`src/rtl/dht22_reader.sv`:
```
// DHT22 single-wire reader: issues the host start pulse, times the sensor's
// response and 40 data bits, verifies the checksum and publishes the result.
`timescale 1ns/1ps
module dht22_reader #(
    parameter int CYCLES_PER_US = 100,
    parameter int START_LOW_US  = 1100,
    parameter int BIT_THRESH_US = 48,
    parameter int TIMEOUT_US    = 200,
    parameter int CNT_W         = 20
) (
    input  logic        clk,
    input  logic        resetn,
    input  logic        start,
    input  logic        dq_i,
    output logic        dq_o,
    output logic        dq_t,
    output logic        busy,
    output logic        done,
    output logic        err_timeout,
    output logic        err_checksum,
    output logic        data_valid,
    output logic [15:0] humidity,
    output logic [15:0] temperature
);

    localparam logic [CNT_W-1:0] START_LAST  = CNT_W'(START_LOW_US * CYCLES_PER_US - 1);
    localparam logic [CNT_W-1:0] THRESH_CYC  = CNT_W'(BIT_THRESH_US * CYCLES_PER_US);
    localparam logic [CNT_W-1:0] TIMEOUT_CYC = CNT_W'(TIMEOUT_US * CYCLES_PER_US);

    typedef enum logic [3:0] {
        S_IDLE,
        S_START_LOW,
        S_WAIT_RESP,
        S_RESP_LOW,
        S_RESP_HIGH,
        S_BIT_LOW,
        S_BIT_HIGH,
        S_CHECK,
        S_FINISH
    } state_t;

    state_t             r_state;
    state_t             w_next;
    logic [CNT_W-1:0]   r_cnt;
    logic [5:0]         r_idx;
    logic [39:0]        r_shift;
    logic               r_dq_meta;
    logic               r_ds;
    logic               r_ds_prev;
    logic               r_dq_t;
    logic               r_busy;
    logic               r_done;
    logic               r_err_timeout;
    logic               r_err_checksum;
    logic               r_data_valid;
    logic [15:0]        r_humidity;
    logic [15:0]        r_temperature;

    logic               w_rise;
    logic               w_fall;
    logic               w_bit;
    logic               w_waiting;
    logic               w_accept;
    logic               w_shift;
    logic               w_timeout;
    logic               w_check;
    logic [7:0]         w_sum;

    // Line idles high through the pull-up, so the synchroniser resets to 1
    // to avoid a phantom falling edge right after reset.
    always_ff @(posedge clk or negedge resetn) begin
        if (!resetn) begin
            r_dq_meta <= 1'b1;
            r_ds      <= 1'b1;
            r_ds_prev <= 1'b1;
        end else begin
            // NOTE: non-blocking assignments make every flop sample the old
            // value of its source, which is what builds a shift chain.
            r_dq_meta <= dq_i;
            r_ds      <= r_dq_meta;
            r_ds_prev <= r_ds;
        end
    end

    assign w_rise = r_ds & ~r_ds_prev;
    assign w_fall = ~r_ds & r_ds_prev;
    assign w_bit  = (r_cnt > THRESH_CYC);
    assign w_sum  = r_shift[39:32] + r_shift[31:24] + r_shift[23:16] + r_shift[15:8];

    always_comb begin
        // NOTE: every combinational output gets a default first, so no path
        // through the case leaves a value unassigned and infers a latch.
        w_next    = r_state;
        w_accept  = 1'b0;
        w_shift   = 1'b0;
        w_timeout = 1'b0;
        w_check   = 1'b0;
        w_waiting = (r_state inside {S_WAIT_RESP, S_RESP_LOW, S_RESP_HIGH,
                                     S_BIT_LOW, S_BIT_HIGH});
        case (r_state)
            S_IDLE: begin
                if (start) begin
                    w_accept = 1'b1;
                    w_next   = S_START_LOW;
                end
            end
            S_START_LOW: if (r_cnt == START_LAST) w_next = S_WAIT_RESP;
            S_WAIT_RESP: if (w_fall) w_next = S_RESP_LOW;
            S_RESP_LOW:  if (w_rise) w_next = S_RESP_HIGH;
            S_RESP_HIGH: if (w_fall) w_next = S_BIT_LOW;
            S_BIT_LOW:   if (w_rise) w_next = S_BIT_HIGH;
            S_BIT_HIGH: begin
                if (w_fall) begin
                    w_shift = 1'b1;
                    w_next  = (r_idx == 6'd39) ? S_CHECK : S_BIT_LOW;
                end
            end
            S_CHECK: begin
                w_check = 1'b1;
                w_next  = S_FINISH;
            end
            S_FINISH: w_next = S_IDLE;
            default:  w_next = S_IDLE;
        endcase
        if (w_waiting && (r_cnt > TIMEOUT_CYC)) begin
            w_timeout = 1'b1;
            w_shift   = 1'b0;
            w_next    = S_FINISH;
        end
    end

    // Control outputs are registered from the next state to keep the
    // tri-state enable glitch-free.
    always_ff @(posedge clk or negedge resetn) begin
        if (!resetn) begin
            r_state <= S_IDLE;
            r_cnt   <= '0;
            r_dq_t  <= 1'b1;
            r_busy  <= 1'b0;
            r_done  <= 1'b0;
        end else begin
            r_state <= w_next;
            if ((w_next != r_state) || (r_state == S_IDLE)) begin
                r_cnt <= '0;
            end else begin
                r_cnt <= r_cnt + 1'b1;
            end
            r_dq_t <= (w_next != S_START_LOW);
            r_busy <= (w_next != S_IDLE);
            r_done <= (w_next == S_FINISH);
        end
    end

    always_ff @(posedge clk or negedge resetn) begin
        if (!resetn) begin
            r_idx          <= '0;
            r_shift        <= '0;
            r_err_timeout  <= 1'b0;
            r_err_checksum <= 1'b0;
            r_data_valid   <= 1'b0;
            r_humidity     <= '0;
            r_temperature  <= '0;
        end else begin
            if (w_accept) begin
                r_idx          <= '0;
                r_shift        <= '0;
                r_err_timeout  <= 1'b0;
                r_err_checksum <= 1'b0;
            end
            if (w_shift) begin
                r_shift <= {r_shift[38:0], w_bit};
                r_idx   <= r_idx + 6'd1;
            end
            if (w_timeout) begin
                r_err_timeout <= 1'b1;
            end
            if (w_check) begin
                if (w_sum == r_shift[7:0]) begin
                    r_humidity    <= r_shift[39:24];
                    r_temperature <= r_shift[23:8];
                    r_data_valid  <= 1'b1;
                end else begin
                    r_err_checksum <= 1'b1;
                end
            end
        end
    end

    assign dq_o         = 1'b0;
    assign dq_t         = r_dq_t;
    assign busy         = r_busy;
    assign done         = r_done;
    assign err_timeout  = r_err_timeout;
    assign err_checksum = r_err_checksum;
    assign data_valid   = r_data_valid;
    assign humidity     = r_humidity;
    assign temperature  = r_temperature;

endmodule

```
`config.mk`:
```
export PLATFORM = sky130hd
export DESIGN_NAME = dht22_reader
export DESIGN_NICKNAME = d
export VERILOG_FILES = /design/src/rtl/dht22_reader.sv
export SDC_FILE = /design/constraint.sdc
export NUM_CORES = 1
export LEC_CHECK = 0
export CAP_MARGIN = 20
export CORE_UTILIZATION = 53
export DETAILED_ROUTE_END_ITERATION = 10
export PLACE_DENSITY = 0.79
export REMOVE_ABC_BUFFERS = 1
export SLEW_MARGIN = 0
export SYNTH_ARGS = -nofsm -noshare
export SYNTH_HDL_FRONTEND = slang
export SYNTH_SLANG_ARGS = --single-unit
```
`constraint.sdc`:
```
create_clock -name clk -period 4.35 [get_ports clk]
set_clock_uncertainty 0.05 [all_clocks]
set_input_delay 1.305 -clock clk [delete_from_list [all_inputs] [get_ports clk]]
set_output_delay 1.305 -clock clk [all_outputs]
set_load 0.05 [all_outputs]
```
==> metrics <==
status=completed; Max-slew headroom=0.341; routed vias=3848; CP max stage delay=0.55 ns; Clock transition at path regs=0.10 ns; Slew Viols, Final=0; GRT Resource Usage Total=0.209; TritonCTS clock tree=yes; register area=0.00278 mm2; Clock Power Share=0.370; hpwl dp=7.25 mm; Comb pwr share=0.017; critical path endpoint category=register; Async SR Flop Fraction=1.00; # IOs=43; DRT antenna net count=0; clock buffer depth=2; most common cell after layout, fill and taps aside=dfrtp_1; largest cells by area after synthesis=dfrtp_1, mux2_2, nand2_1; worst setup path class=reg -> reg; commonest cells after routing, fill and taps aside=dfrtp_1, nand2_1, nand3_1; ant diodes=0; f_max=249 MHz; IO Port Bufs=41; critical path's most frequent cell=fa_1; post-place setup slack=0.387 ns; Resized cells post-CTS=0; worst path arrival time=4.22 ns; ys flop type=dfrtp_1; full die area=0.0108 mm2; FP Rows=36; Final nets=583; Final Hold Fails=0; CTS HTree Levels=3; die outline height=104 um; Tcrit/Tclk final=0.921; first-pass GRT wire length=18.3 mm; design area=0.00624 mm2; Synth top area share=0.486; post-DR wirelength/cell=14.8 um; Worst-Margin Slew=0.988 ns; Inst Count DP=677; die width=104 um; initial antenna violation count=0; Mapped Area=0.00551 mm2; 1st-iter DRT viols=185; Placer Congestion=0.802; Crit path max-delay family=adder cells; leakage=2.74 nW; critical path's slowest cell=fa_1; fillers=808; Switch Pwr=0.000367 W; crit-path cells=fa_1, inv_1, fa_1, inv_1, ha_1, fa_1, a21o_1, a21oi_1, xnor2_1, nor4_1, nand4_1, buf_4, mux2_2; worst hold path type=reg -> reg; Reg power frac=0.613; Synth area leader=dfrtp_1; fin crit period=4.01 ns; Power Density=271 mW/mm2; EDFF count, synth=0; Post-Layout Cell Count=693; synthesized flop and latch total=111; CTS Hold Bufs=0; WP buf/inv=3; vias in the first global route=3857; clk root buf=clkbuf_8; Total Neg Setup Slack=0 ns; Post-Synthesis Cells=522; Peak VDD IR=0.000212 V; final global-route overflow total=0; core area=0.00991 mm2; vias per std cell=5.55; largest net degree at the start of global routing=62; Seq/Total Area, Yosys=0.505; # DRC=0; combined area of the multi-input logic cells=0.00254 mm2; number of max-cap violations=0; internal power=0.00132 W; dpl cell area=0.00603 mm2; Post-Route WL=10.3 mm; crit path launch type=register; Initial DRT Pass Iterations=4; RSZ-0062 raised after global routing=false; Num Clock Sinks=111; Starting Density=0.556; postcts setup bufs=0; Synth Area per Inst=10.6 um2; peak fanout along the critical path=19; worst skew pair latency=0.38 ns; switching share of total power=0.217; Num CTS Buffers=9; Required @ worst endpoint=4.57 ns; share of cells above drive strength 1=0.136; synth-to-layout area growth=13.1%; post-synth cell types=53; final setup violation count=0; Final Worst Setup Slack=0.342 ns; Warnings, synthesis=0
==> metal layers <==
metal	vias up	wire, um	share of wire	global-route usage
met5	-	0	0	0
met4	0	86	0.0084	0.0469
met3	8	386	0.038	0.0464
met2	61	5290	0.51	0.357
met1	1940	4520	0.44	0.274
li1	1839	-	-	-
==> flip-flops by register name, indices dropped and copies added (netlist names), 4 cells and up <==
name and flops:
r_idx 6, temperature 16, humidity 16, r_state 4, r_shift 40, r_cnt 20
==> layout make-up <==
type | count | area share
Clock inverter | 6 | 0.0112
Tap cell | 133 | 0.0267
Inverter | 18 | 0.0108
Timing Repair Buffer | 49 | 0.0766
Clock buffer | 10 | 0.0221
Sequential cell | 111 | 0.446
Multi-Input combinational cell | 366 | 0.407
==> cells in the mapped netlist, types with 7 or more instances <==
cell type / instances
nor2_1: 21
mux2_2: 33
nor2_4: 8
clkbuf_1: 22
nand2_1: 92
a21oi_1: 7
dfrtp_1: 107
fa_1: 14
o21ai_1: 9
xor2_1: 14
xnor2_1: 23
inv_1: 18
nand3_1: 57
ha_1: 10
o21ai_0: 7
and3_1: 7
==> final timing paths <==
path	start	end	slack (ns)	depth (start not counted)
max	r_shift[9]	temperature[9]	0.34	13
min	r_dq_meta	r_ds	0.31	0
max reg2reg	r_shift[9]	temperature[9]	0.34	13
min reg2reg	r_dq_meta	r_ds	0.31	0
max in group asynchronous	resetn	r_ds	2.58	2
min in group asynchronous	resetn	humidity[2]	0.89	1
==> stage by stage <==
stage,power (W),util,hold slack [ns]
floorplan,0.00106,-,0.295
global placement,0.00108,0.608,0.299
detailed placement,0.00109,0.609,0.299
CTS,0.00171,0.630,0.313
global route,0.00175,0.630,0.315
finish,0.00169,0.630,0.312
==> logic make-up (layout without fill, tap and decap cells) <==
family / Yosys count / in the layout / synth area share
multiplexers: 33 / 33 / 0.0674
flip-flops: 111 / 111 / 0.505
adder cells (fa/ha/maj): 25 / 25 / 0.0753
buffers and inverters: 45 / 83 / 0.0356
other: 1 / 1 / 0.000680
AND/OR/NAND/NOR: 225 / 225 / 0.203
AO/OA/AOI/OAI: 45 / 45 / 0.0547
XOR/XNOR: 37 / 37 / 0.0588
==> power groups by stage <==
stage            logic, W  clock network, W  registers (W)
2_1_floorplan  0.00000459                 0        0.00106
4_1_cts         0.0000303          0.000644        0.00104
5_1_grt         0.0000335          0.000679        0.00104
3_3_place_gp    0.0000295                 0        0.00106
3_5_place_dp    0.0000302                 0        0.00106
6_report        0.0000286          0.000625        0.00104
No activity file was read; power rests on OpenSTA's default activity.
